$ cat src/rtl/mem_access_stage_if.sv
// Data-memory bus between the memory-access stage (master) and the data memory (slave).
interface mem_access_stage_if #(
  parameter int ADDR_W = 32,
  parameter int DATA_W = 32
);
  logic                  dm_req;
  logic                  dm_we;
  logic [ADDR_W-1:0]     dm_addr;
  logic [DATA_W-1:0]     dm_wdata;
  logic [DATA_W/8-1:0]   dm_be;
  logic [DATA_W-1:0]     dm_rdata;
  logic                  dm_ack;

  modport master (
    output dm_req, dm_we, dm_addr, dm_wdata, dm_be,
    input  dm_rdata, dm_ack
  );

  modport slave (
    input  dm_req, dm_we, dm_addr, dm_wdata, dm_be,
    output dm_rdata, dm_ack
  );
endinterface

$ cat src/rtl/mem_access_stage.sv
// Pipeline memory-access stage: lane-aligned loads/stores, jump-and-link write-back.
// Define MEM_MISALIGN_TRAP_EN to complete misaligned accesses as traps instead of force-aligning them.
//   state | meaning
//   IDLE  | accepting instructions, no memory transaction open
//   WAIT  | dm_req outstanding, waiting for dm_ack
module mem_access_stage #(
  parameter int DATA_W   = 32,
  parameter int ADDR_W   = 32,
  parameter int REG_W    = 5,
  parameter int WB_W     = 5,
  parameter int LINK_REG = 31
) (
  input  logic              clk,
  input  logic              rst,
  input  logic              stop_debug,
  input  logic              in_valid,
  input  logic [1:0]        in_mem,
  input  logic [1:0]        in_size,
  input  logic              in_unsigned,
  input  logic              in_jl,
  input  logic [WB_W-1:0]   in_wb,
  input  logic [ADDR_W-1:0] in_pc,
  input  logic [ADDR_W-1:0] in_alu,
  input  logic [DATA_W-1:0] in_regb,
  input  logic [REG_W-1:0]  in_wreg,
  output logic              busy,
  mem_access_stage_if.master dm,
  output logic              out_valid,
  output logic [WB_W-1:0]   out_wb,
  output logic [ADDR_W-1:0] out_alu,
  output logic [REG_W-1:0]  out_wreg,
  output logic [DATA_W-1:0] out_wd,
  output logic              out_misalign
);

  localparam int BE_W   = DATA_W / 8;
  localparam int LANE_W = $clog2(BE_W);
`ifdef MEM_MISALIGN_TRAP_EN
  localparam bit TRAP = 1'b1;
`else
  localparam bit TRAP = 1'b0;
`endif

  typedef enum logic {IDLE, WAIT} state_t;
  state_t state, nextState;

  logic [1:0]        effSize;
  logic [LANE_W-1:0] lane, alignMask, alignedLane;
  logic              misalign;
  logic [BE_W-1:0]   beBase, beVal;
  logic [DATA_W-1:0] wdataVal, shifted, loadVal, resultWd;
  logic              issue, finish, trapNow;

  // A dword request on a 32-bit path is carried as a word but always flagged misaligned.
  always_comb begin
    effSize     = (DATA_W == 32 && in_size == 2'b11) ? 2'b10 : in_size;
    lane        = in_alu[LANE_W-1:0];
    case (effSize)
      2'b00:   alignMask = '0;
      2'b01:   alignMask = LANE_W'(1);
      2'b10:   alignMask = LANE_W'(3);
      default: alignMask = LANE_W'(7);
    endcase
    misalign    = (in_size != effSize) || ((lane & alignMask) != '0);
    alignedLane = lane & ~alignMask;
    shifted     = dm.dm_rdata >> {alignedLane, 3'b000};
    case (effSize)
      2'b00: begin
        beBase   = BE_W'(1);
        wdataVal = {BE_W{in_regb[7:0]}};
        loadVal  = in_unsigned ? DATA_W'(shifted[7:0]) : DATA_W'($signed(shifted[7:0]));
      end
      2'b01: begin
        beBase   = BE_W'(3);
        wdataVal = {(BE_W/2){in_regb[15:0]}};
        loadVal  = in_unsigned ? DATA_W'(shifted[15:0]) : DATA_W'($signed(shifted[15:0]));
      end
      2'b10: begin
        beBase   = BE_W'(15);
        wdataVal = {(DATA_W/32){in_regb[31:0]}};
        loadVal  = in_unsigned ? DATA_W'(shifted[31:0]) : DATA_W'($signed(shifted[31:0]));
      end
      default: begin
        beBase   = BE_W'(8'hFF);
        wdataVal = in_regb;
        loadVal  = shifted;
      end
    endcase
    beVal    = beBase << alignedLane;
    resultWd = in_jl ? DATA_W'(in_pc) : (in_mem[1] ? loadVal : DATA_W'(in_alu));
  end

  always_comb begin
    nextState = state;
    issue     = 1'b0;
    finish    = 1'b0;
    trapNow   = 1'b0;
    case (state)
      IDLE: begin
        if (in_valid) begin
          if (in_mem != 2'b00 && TRAP && misalign) begin
            finish  = 1'b1;
            trapNow = 1'b1;
          end else if (in_mem != 2'b00) begin
            issue     = 1'b1;
            nextState = WAIT;
          end else begin
            finish = 1'b1;
          end
        end
      end
      WAIT: begin
        if (dm.dm_ack) begin
          finish    = 1'b1;
          nextState = IDLE;
        end
      end
      default: nextState = IDLE;
    endcase
  end

  assign busy = (state == WAIT);

  always_ff @(posedge clk) begin
    if (!rst)            state <= IDLE;
    else if (!stop_debug) state <= nextState;
  end

  always_ff @(posedge clk) begin
    if (!rst) begin
      dm.dm_req    <= 1'b0;
      dm.dm_we     <= 1'b0;
      dm.dm_addr   <= '0;
      dm.dm_wdata  <= '0;
      dm.dm_be     <= '0;
      out_valid    <= 1'b0;
      out_wb       <= '0;
      out_alu      <= '0;
      out_wreg     <= '0;
      out_wd       <= '0;
      out_misalign <= 1'b0;
    end else if (!stop_debug) begin
      out_valid <= finish;
      if (issue) begin
        dm.dm_req   <= 1'b1;
        dm.dm_we    <= in_mem[0];
        dm.dm_addr  <= {in_alu[ADDR_W-1:LANE_W], LANE_W'(0)};
        dm.dm_wdata <= wdataVal;
        dm.dm_be    <= beVal;
      end else if (finish && state == WAIT) begin
        dm.dm_req <= 1'b0;
        dm.dm_we  <= 1'b0;
        dm.dm_be  <= '0;
      end
      if (finish) begin
        out_wb       <= trapNow ? '0 : in_wb;
        out_alu      <= in_alu;
        out_wreg     <= in_jl ? REG_W'(LINK_REG) : in_wreg;
        out_wd       <= resultWd;
        out_misalign <= trapNow;
      end
    end
  end

endmodule

$ cat src/flat_wrapper.sv
// flat-port wrapper written by rule: the top's interface ports become plain ports
module mem_access_stage_flat 
#(
  parameter int DATA_W   = 32,
  parameter int ADDR_W   = 32,
  parameter int REG_W    = 5,
  parameter int WB_W     = 5,
  parameter int LINK_REG = 31
)
  (clk, rst, stop_debug, in_valid, in_mem, in_size, in_unsigned, in_jl, in_wb, in_pc, in_alu, in_regb, in_wreg, busy, out_valid, out_wb, out_alu, out_wreg, out_wd, out_misalign, dm_dm_req, dm_dm_we, dm_dm_addr, dm_dm_wdata, dm_dm_be, dm_dm_rdata, dm_dm_ack);
  mem_access_stage_if #(.ADDR_W(ADDR_W), .DATA_W(DATA_W)) dm_i ();
  input  logic clk;
  input  logic rst;
  input  logic stop_debug;
  input  logic in_valid;
  input  logic [1:0] in_mem;
  input  logic [1:0] in_size;
  input  logic in_unsigned;
  input  logic in_jl;
  input  logic [WB_W-1:0] in_wb;
  input  logic [ADDR_W-1:0] in_pc;
  input  logic [ADDR_W-1:0] in_alu;
  input  logic [DATA_W-1:0] in_regb;
  input  logic [REG_W-1:0] in_wreg;
  output logic busy;
  output logic out_valid;
  output logic [WB_W-1:0] out_wb;
  output logic [ADDR_W-1:0] out_alu;
  output logic [REG_W-1:0] out_wreg;
  output logic [DATA_W-1:0] out_wd;
  output logic out_misalign;
  output wire logic [$bits(dm_i.dm_req)-1:0] dm_dm_req;
  output wire logic [$bits(dm_i.dm_we)-1:0] dm_dm_we;
  output wire logic [$bits(dm_i.dm_addr)-1:0] dm_dm_addr;
  output wire logic [$bits(dm_i.dm_wdata)-1:0] dm_dm_wdata;
  output wire logic [$bits(dm_i.dm_be)-1:0] dm_dm_be;
  input wire logic [$bits(dm_i.dm_rdata)-1:0] dm_dm_rdata;
  input wire logic [$bits(dm_i.dm_ack)-1:0] dm_dm_ack;
  assign dm_dm_req = dm_i.dm_req;
  assign dm_dm_we = dm_i.dm_we;
  assign dm_dm_addr = dm_i.dm_addr;
  assign dm_dm_wdata = dm_i.dm_wdata;
  assign dm_dm_be = dm_i.dm_be;
  assign dm_i.dm_rdata = dm_dm_rdata;
  assign dm_i.dm_ack = dm_dm_ack;
  mem_access_stage #(.DATA_W(DATA_W), .ADDR_W(ADDR_W), .REG_W(REG_W), .WB_W(WB_W), .LINK_REG(LINK_REG)) u_core (.clk(clk), .rst(rst), .stop_debug(stop_debug), .in_valid(in_valid), .in_mem(in_mem), .in_size(in_size), .in_unsigned(in_unsigned), .in_jl(in_jl), .in_wb(in_wb), .in_pc(in_pc), .in_alu(in_alu), .in_regb(in_regb), .in_wreg(in_wreg), .busy(busy), .dm(dm_i), .out_valid(out_valid), .out_wb(out_wb), .out_alu(out_alu), .out_wreg(out_wreg), .out_wd(out_wd), .out_misalign(out_misalign));
endmodule
$ cat config.mk
export PLATFORM = sky130hd
export DESIGN_NAME = mem_access_stage_flat
export DESIGN_NICKNAME = d
export VERILOG_FILES = /design/src/rtl/mem_access_stage_if.sv /design/src/rtl/mem_access_stage.sv /design/src/flat_wrapper.sv
export SDC_FILE = /design/constraint.sdc
export NUM_CORES = 1
export LEC_CHECK = 0
export ABC_CLOCK_PERIOD_IN_PS = 1900
export BUFFER_PORTS_ARGS = -buffer_cell sky130_fd_sc_hd__buf_2
export CORE_ASPECT_RATIO = 1.1
export CORE_MARGIN = 2
export CORE_UTILIZATION = 48
export CTS_CLUSTER_SIZE = 24
export DETAILED_ROUTE_END_ITERATION = 7
export PLACE_DENSITY = 0.81
export SLEW_MARGIN = 40
export SYNTH_ARGS = -nofsm -noshare
export SYNTH_HDL_FRONTEND = slang
export SYNTH_SLANG_ARGS = --single-unit
$ cat constraint.sdc
create_clock -name clk -period 1.9 [get_ports clk]
set_input_delay 0.095 -clock clk [delete_from_list [all_inputs] [get_ports clk]]
set_output_delay 0.095 -clock clk [all_outputs]
set_load 0.05 [all_outputs]
==> impl_metrics.ini, run 1 <==
[sta]
fin_skew_ns = 0.00633
setup_viol = 0
setup-tns-final_ns = 0
finalCritPeriodShare = 0.948
rsz0062_at_grt = no
max_freq_ghz = 0.555
slew_viol_final = 0
hold_viol = 0
final.min_clock_period_ns = 1.80
worstMarginPinSlew_ns = 0.631
slew_headroom = 0.578

[grt]
grt_pass1_wl_mm = 37.5
met2_usage = 0.541
grt_use_met1 = 0.382
grt_pass1_vias = 7256
busiest_layer = met2
antenna_found_initial = 4
grtUsageMet3 = 0.0842
grt_max_degree = 94
grt_usage = 0.325
grt_overflow = 0

[clock_network]
clockBufferDepth = 2
root_buffer = clkbuf_16
cts_buffers = 17
cts_tree = done
post_cts_buffers = 0
clkLatencyLatePin_ns = 0.43
clock-sinks = 144
ctsHtreeMaxLevel = 4
clk_pin_slew_ns = 0.06

[placed_design]
numPortBuffers = 292
detailed_place.area_um2 = 8360
hpwl_mm = 16.4
place.gp.congestion = 0.888

[setup_path]
cp_slowest_cell = dlygate4sd3_1
worstPathArrival_ns = 2.12
worstSetupEndpointType = flip-flop
crit_required_ns = 2.22
critical_path.n_buffers_inverters = 3
crit_path_start_kind = primary input
slowest_delay_ns = 0.56
path_cells = dlygate4sd3_1 -> buf_2 -> nor4b_4 -> o21ba_4 -> buf_16 -> o311ai_0 -> a221oi_1
path_class = primary input to flip-flop
crit_family = buffers and inverters
cp_max_fo = 50

[outcome]
outcome = completed

[power]
max-vdd-ir-drop_v = 0.000548
pwr-share-clk = 0.450
combPwrFrac = 0.189
p_sw_mw = 2.49
pwr-share-seq = 0.360
swShare = 0.278
p_total_mw = 8.94
p_per_area_nw_per_um2 = 918
leakage_nw = 4.27
internal-power_mw = 6.45

[detailed_routing]
drcViolationCount = 0
vias = 7759
dr.first_iter.drc_count = 799
firstDrtPassIters = 8
drt-total-wl_mm = 24.9
wl_per_cell_um = 18.0
post_drt_via_cell_ratio = 5.63
postRouteAntennaNets = 0

[finish]
area_growth_pct = 45.7
layout-drive-gt1-share = 0.305
fin_nets = 1324
fill_cells = 1042
final_util = 0.711
fin_area_um2 = 9730

[hold_path]
min_path_type = primary input to flip-flop

[synth]
avgSynthCellArea_um2 = 7.82
seq_area_frac_synth = 0.432
ys_ff_latch = 144
syn_area_um2 = 6680
synthesis.instances = 854
synthArstFlopShare = 0
yosysUniqueCellTypes = 48
synth_top_flop_cell = dfxtp_1
yosysWarnings = 0
synth_edf_count = 0

[die]
rows = 45
die_y_um = 128
die_area_um2 = 14900
start_util = 0.488
core_um2 = 13700
chipWidth_um = 116
ios = 296

[run]
maxCapViolations = 0
==> flip-flops by register name (all words and copies together), names as in the netlist <==
name                cells
u_core.out_alu         32
u_core.out_wb           5
u_core.out_wreg         5
u_core.dm.dm_we         1
u_core.dm.dm_addr      30
u_core.dm.dm_be         4
u_core.out_valid        1
u_core.busy             1
u_core.dm.dm_req        1
u_core.out_wd          32
u_core.dm.dm_wdata     32
==> metrics by stage <==
stage | hold slack, ns | setup WS (ns) | instances
6_report | 0.0104 | 0.0990 | 1379
3_5_place_dp | 0.341 | 0.135 | 1281
4_1_cts | 0.00271 | 0.0787 | 1376
5_1_grt | 0.0302 | 0.00743 | 1379
3_3_place_gp | 0.334 | 0.240 | 1281
2_1_floorplan | 0.228 | 0.0557 | 856
==> area by class of cell <==
class	count	area, um2	area share
flip-flops and latches	144	2880	0.296
multi-input cells	624	3450	0.354
clock inverters	10	228	0.0234
inverters	8	32.5	0.00334
repair buffers	380	2410	0.248
well taps	188	235	0.0242
clock buffers	22	484	0.0498
diodes	3	7.51	0.000772
==> layer usage <==
metal  part of all wire  vias to the layer above  routed length, um
met5            0.00080                        -                 20
met4              0.043                        2               1070
met3              0.090                       80               2230
li1                   -                     3635                  -
met1               0.38                     3601               9550
met2               0.48                      441              12000
==> power groups by stage <==
stage	combinational [mW]	sequential, mW	clock, mW
after floorplan	0.562	3.74	0
after global placement	1.54	3.28	0
after detailed placement	1.55	3.28	0
after CTS	1.66	3.22	4.05
after global routing	1.80	3.23	4.18
final	1.69	3.22	4.02
==> path summary, 6_finish.rpt <==
check / from / to / slack (ns) / cells after the start
max reg2reg: u_core.busy$_SDFFE_PN0N_ / u_core.out_wd[8]$_SDFFE_PN0P_ / 0.1 / 5
max: in_mem[0] / u_core.out_wd[8]$_SDFFE_PN0P_ / 0.1 / 7
min: in_wreg[3] / u_core.out_wreg[3]$_SDFFE_PN0P_ / 0.01 / 3
min reg2reg: u_core.dm.dm_addr[18]$_SDFFE_PN0P_ / u_core.dm.dm_addr[18]$_SDFFE_PN0P_ / 0.45 / 2
==> cell families (layout without fill, tap and decap cells) <==
logic type             Yosys count  after routing  synth area share
AND/OR/NAND/NOR                322            322             0.203
flip-flops                     144            144             0.432
multiplexers                    42             42            0.0652
AO/OA/AOI/OAI                  257            257             0.241
buffers and inverters           88            420            0.0588
other                            1              6          0.000562
==> Yosys cell counts, drive strengths merged (4+ instances only) <==
library cell,n,area (um2)
a211oi,10,87.6
a21oi,113,566
a221oi,8,70.1
a222oi,8,80.1
a22oi,16,120
a311oi,25,219
buf,27,164
clkbuf,53,199
dfxtp,144,2880
inv,8,30.0
mux2i,39,390
nand2,215,807
nand2b,15,93.8
nand3,4,20.0
nand3b,7,52.6
nor2,57,214
nor3,12,60.1
o211ai,8,60.1
o21ai,52,260
o311ai,7,61.3
==> placed cells by master, fill, tap and decap left out, types with 9 or more instances in the layout <==
master / n
clkbuf_16: 17
buf_12: 9
nand2b_1: 15
dlygate4sd3_1: 63
mux2i_1: 39
buf_4: 15
a311oi_1: 25
a22oi_1: 16
a21oi_1: 113
nand2_1: 215
o21ai_0: 51
nor2_1: 57
buf_2: 292
nor3_1: 12
a211oi_1: 9
dfxtp_1: 143
==> worst register-to-register path: stages, from the launching register on <==
cell and delay (ns):
dfxtp_2 0.35, nor4b_4 0.32, o21ba_4 0.20, buf_16 0.24, o311ai_0 0.25, a221oi_1 0.33
==> what timing repair did <==
action                                  in CTS  in global routing
endpoints found under the hold margin       94                  0
hold buffers                                63                  0
gates resized for setup                      0                  3
endpoints found under the setup margin       0                  1
No activity file was read; power rests on OpenSTA's default activity.
==> run 2: changes to the inputs <==
--- a/config.mk
+++ b/config.mk
@@ -7,12 +7,15 @@
 export LEC_CHECK = 0
 export ABC_CLOCK_PERIOD_IN_PS = 1900
 export BUFFER_PORTS_ARGS = -buffer_cell sky130_fd_sc_hd__buf_2
+export CELL_PAD_IN_SITES_DETAIL_PLACEMENT = 1
+export CELL_PAD_IN_SITES_GLOBAL_PLACEMENT = 1
 export CORE_ASPECT_RATIO = 1.1
 export CORE_MARGIN = 2
-export CORE_UTILIZATION = 48
+export CORE_UTILIZATION = 33
 export CTS_CLUSTER_SIZE = 24
 export DETAILED_ROUTE_END_ITERATION = 7
-export PLACE_DENSITY = 0.81
+export PLACE_DENSITY_LB_ADDON = 0.1
+export RECOVER_POWER = 25
 export SLEW_MARGIN = 40
 export SYNTH_ARGS = -nofsm -noshare
 export SYNTH_HDL_FRONTEND = slang
==> run 2 against run 1 <==
Against the previous run:
- clock skew increased by 0.0014 ns
- global-route usage shrank 7.2 points
- largest power group unchanged
- largest cell class unchanged
- via count down 3.6%
- die area rose by 44%
- maximum frequency grew 2.8%
- worst setup slack improved by 0.049 ns
- register-to-register slack better by 0.05 ns
- final cell count rose by 5.9%
==> impl_metrics.ini, run 2 (synthesized netlist as in run 1, its figures left out) <==
[outcome]
outcome = completed

[setup_path]
worstPathArrival_ns = 2.06
cp_max_fo = 12
path_class = flip-flop to flip-flop
worstSetupEndpointType = flip-flop
crit_path_start_kind = flip-flop
crit_required_ns = 2.21

[sta]
setup_slack_ns = 0.148
slew_viol_final = 0
rsz0062_at_grt = no
final.min_clock_period_ns = 1.75
setup_viol = 0
worstMarginPinSlew_ns = 0.657
hold_slack_ns = 0.00174
max_freq_ghz = 0.571
hold_viol = 0
setup-tns-final_ns = 0
fin_skew_ns = 0.00773
slew_headroom = 0.564
finalCritPeriodShare = 0.922

[die]
start_util = 0.336
die_area_um2 = 21400
rows = 54
ios = 296
core_um2 = 19900
chipWidth_um = 140
die_y_um = 153

[finish]
final_cells = 1461
fin_nets = 1341
final_common_cell = buf_2
layout-drive-gt1-share = 0.251
layout_common_cells = 220 x buf_2, 215 x nand2_1, 144 x dfxtp_1
reg_top3 = u_core.dm.dm_wdata: 32 flops, u_core.out_alu: 32 flops, u_core.out_wd: 32 flops
area_growth_pct = 46.0

[placed_design]
hpwl_mm = 19.8
place.gp.congestion = 0.782
numPortBuffers = 292
post-place-ws_ns = 0.00153
place_inst = 1355

[grt]
antenna_found_initial = 6
grt_pass1_wl_mm = 43.0
grt_usage = 0.254
grt_max_degree = 94
grt_pass1_vias = 7583
grt_overflow = 0

[run]
maxCapViolations = 0

[clock_network]
clk_pin_slew_ns = 0.06
clockBufferDepth = 2
clock-sinks = 144
cts_tree = done
root_buffer = clkbuf_16
ctsHtreeMaxLevel = 4
cts_buffers = 17
clkLatencyLatePin_ns = 0.43

[detailed_routing]
routed.top_layer = met5
drt-total-wl_mm = 27.9
postRouteAntennaNets = 0
wl_met2_mm = 13.3
firstDrtPassIters = 5
wl_per_cell_um = 19.1
met3WireLength_mm = 1.67
drcViolationCount = 0
post_drt_via_cell_ratio = 5.12
dr.first_iter.drc_count = 403
vias = 7483
met1_length_mm = 12.4

[power]
p_per_area_nw_per_um2 = 864
leakage_nw = 3.98
p_total_mw = 8.41
max-vdd-ir-drop_v = 0.000657

[hold_path]
min_path_type = primary input to flip-flop
run 2: cell count changes in the layout (fill, tap and decap cells not counted), sizes merged:
cell / before / now
buf: 317 / 257
bufinv: 7 / 3
diode: 3 / 4
inv: 8 / 11
clkbuf: 22 / 91
dlygate4sd3: 63 / 67
clkinv: 2 / 5
o21bai: 1 / 2
clkinvlp: 1 / 2
run 2: repair_timing:
| action | in CTS | in global routing |
|---|---|---|
| pin swaps | 0 | 2 |
| hold endpoints to repair | 97 | 0 |
| gates cloned | 0 | 1 |
| hold buffers | 67 | 0 |
| setup buffers | 0 | 2 |
| endpoints found under the setup margin | 1 | 6 |
| resized for setup | 1 | 1 |
run 2: final cells by class:
class                      count  area, um2
timing repair buffer         396       2440
antenna                        4       10.0
clock inverter                13        160
clock buffer                  19        433
sequential                   144       2880
fill                        2522      10100
multi-input combinational    625       3470
tap                          252        315
inverter                       8       32.5
run 2: layer usage:
metal,vias up,GRT usage
met2,219,0.423
met4,4,0.0790
li1,3672,-
met5,-,0
met1,3559,0.329
met3,29,0.0551
run 2: path summary, 6_finish.rpt:
check | end | slack [ns] | cells past startpoint | from
max | u_core.out_wd[7]$_SDFFE_PN0P_ | 0.15 | 5 | u_core.busy$_SDFFE_PN0N_
min | u_core.out_wd[1]$_SDFFE_PN0P_ | 0.002 | 3 | in_pc[1]
max reg2reg | u_core.out_wd[7]$_SDFFE_PN0P_ | 0.15 | 5 | u_core.busy$_SDFFE_PN0N_
min reg2reg | u_core.dm.dm_addr[13]$_SDFFE_PN0P_ | 0.45 | 2 | u_core.dm.dm_addr[13]$_SDFFE_PN0P_
run 2: worst max-delay path: stages (launching register included):
cell       delay [ns]
dfxtp_1          0.44
nor4b_4          0.08
buf_4            0.15
o21bai_4         0.40
a221oi_1         0.14
a2111oi_0        0.41
run 2: per-stage QoR:
stage | util | area [um2]
final | 0.491 | 9740
after global routing | 0.490 | 9740
after CTS | 0.493 | 9800
after detailed placement | 0.429 | 8520
after global placement | 0.429 | 8520
after floorplan | - | 6680
run 2: report_power, final:
part	internal [mW]	total [mW]	switching, mW
sequential	3.15	3.22	0.0682
clock	2.07	3.49	1.42
combinational	0.564	1.71	1.15
total	5.79	8.41	2.63
==> run 3: changes to the inputs <==
--- a/config.mk
+++ b/config.mk
@@ -14,7 +14,7 @@
 export CORE_UTILIZATION = 33
 export CTS_CLUSTER_SIZE = 24
 export DETAILED_ROUTE_END_ITERATION = 7
-export PLACE_DENSITY_LB_ADDON = 0.1
+export PLACE_DENSITY_LB_ADDON = 0.2
 export RECOVER_POWER = 25
 export SLEW_MARGIN = 40
 export SYNTH_ARGS = -nofsm -noshare
==> run 3 against run 2 <==
Against the previous run:
- register-to-register slack gained 0.08 ns
- final cell count shrank 0.41%
- clock skew shrank 0.0012 ns
- die area is the same
- total power shrank 0.96%
- via count grew 2.1%
- utilization shrank 0.58 points
- non-clock buffer count shrank 12
- worst setup slack gained 0.076 ns
- critical endpoint is now u_core.out_wd[11]$_SDFFE_PN0P_
==> impl_metrics.ini, run 3 (synthesized netlist as in run 1, its figures left out) <==
[outcome]
outcome = completed

[die]
die_y_um = 153
ios = 296
die_area_um2 = 21400
chipWidth_um = 140
core_um2 = 19900
rows = 54
start_util = 0.336

[sta]
setup_viol = 0
slew_viol_final = 0
slew_headroom = 0.477
setup_slack_ns = 0.223
fin_skew_ns = 0.00650
setup-tns-final_ns = 0
worstMarginPinSlew_ns = 0.781
hold_slack_ns = 0.0203
max_freq_ghz = 0.596
rsz0062_at_grt = no
hold_viol = 0
finalCritPeriodShare = 0.882
final.min_clock_period_ns = 1.68

[grt]
grt_pass1_wl_mm = 42.9
antenna_found_initial = 10
grt_overflow = 0
grt_usage = 0.251
grt_pass1_vias = 7654
grt_max_degree = 94

[setup_path]
critical_path.n_buffers_inverters = 2
crit_required_ns = 2.20
path_cells = nor4b_4 -> buf_4 -> o21bai_4 -> buf_6 -> nand2_1 -> a221oi_1
r2r-start = u_core.busy$_SDFFE_PN0N_
worstSetupEndpointType = flip-flop
cp_max_fo = 17
startpoint = u_core.busy$_SDFFE_PN0N_
crit_family = compound AO/OA/AOI/OAI gates
crit_path_start_kind = flip-flop
worstPathArrival_ns = 1.98
slowest_delay_ns = 0.38
path_class = flip-flop to flip-flop
cp_slowest_cell = dfxtp_2

[finish]
multi_input_area_um2 = 3450
final_common_cell = buf_2
layout-drive-gt1-share = 0.243
regArea_um2 = 2880
area_growth_pct = 44.2
fin_nets = 1328
final_util = 0.485
reg_top3 = u_core.dm.dm_wdata: 32 flops, u_core.out_alu: 32 flops, u_core.out_wd: 32 flops
fill_cells = 2536
final_cells = 1455
layout_common_cells = 220 x buf_2, 215 x nand2_1, 143 x dfxtp_1
fin_area_um2 = 9630

[detailed_routing]
wl_per_cell_um = 19.0
post_drt_via_cell_ratio = 5.25
firstDrtPassIters = 6
drcViolationCount = 0
dr.first_iter.drc_count = 478
drt-total-wl_mm = 27.7
vias = 7641
postRouteAntennaNets = 0

[placed_design]
post-place-ws_ns = 0.122
place.gp.congestion = 0.821
place_inst = 1348
numPortBuffers = 292
detailed_place.area_um2 = 8450
hpwl_mm = 19.1

[clock_network]
clockBufferDepth = 2
clkLatencyLatePin_ns = 0.42
cts_buffers = 17
clk_pin_slew_ns = 0.06
cts_tree = done
clock-sinks = 144
root_buffer = clkbuf_16
ctsHtreeMaxLevel = 4

[power]
max-vdd-ir-drop_v = 0.000629
p_per_area_nw_per_um2 = 865
p_total_mw = 8.33
leakage_nw = 3.91

[hold_path]
hold_start = in_regb[22]
min_path_type = primary input to flip-flop

[run]
maxCapViolations = 0
run 3: cell count changes in the layout (fill, tap and decap cells not counted), moves of 2 or more:
cell | before | now
dlygate4sd3_1 | 67 | 64
buf_4 | 27 | 19
buf_12 | 10 | 8
diode_2 | 4 | 12
inv_6 | 3 | 0
run 3: per-layer routing:
| metal | global-route usage | wire (um) | part of all wire |
|---|---|---|---|
| met1 | 0.317 | 11600 | 0.42 |
| met2 | 0.406 | 13400 | 0.48 |
| met3 | 0.0642 | 1860 | 0.067 |
| met4 | 0.112 | 784 | 0.028 |
| met5 | 0 | 0 | 0 |
run 3: power breakdown:
group          switching [mW]  internal (mW)  total, mW  leakage [nW]
Sequential             0.0681           3.15       3.22          1.17
Clock                    1.33           2.09       3.42         0.283
Combinational            1.14          0.545       1.69          2.46
run 3: area by class of cell:
cell class | count | share of cell area
flip-flops and latches | 144 | 0.300
well taps | 252 | 0.0327
multi-input cells | 624 | 0.359
inverters | 8 | 0.00338
clock buffers | 21 | 0.0468
repair buffers | 384 | 0.242
clock inverters | 10 | 0.0143
diodes | 12 | 0.00312
run 3: final timing paths:
kind | end | slack [ns] | depth (start not counted)
worst max-delay path | u_core.out_wd[11]$_SDFFE_PN0P_ | 0.22 | 6
worst min-delay path | u_core.dm.dm_wdata[22]$_SDFFE_PN0P_ | 0.02 | 3
worst max register to register | u_core.out_wd[11]$_SDFFE_PN0P_ | 0.22 | 6
worst min register to register | u_core.dm.dm_addr[4]$_SDFFE_PN0P_ | 0.45 | 2
run 3: tightest hold or removal path, stage by stage:
cell and delay (ns):
buf_2 0.10, mux2i_1 0.12, a211oi_1 0.08
run 3: timing repair:
| item | 4_1_cts | 5_1_grt |
|---|---|---|
| resized for setup | 0 | 3 |
| endpoints found under the setup margin | 0 | 6 |
| endpoints found under the hold margin | 91 | 0 |
| hold buffers | 64 | 0 |
| setup buffers | 0 | 0 |
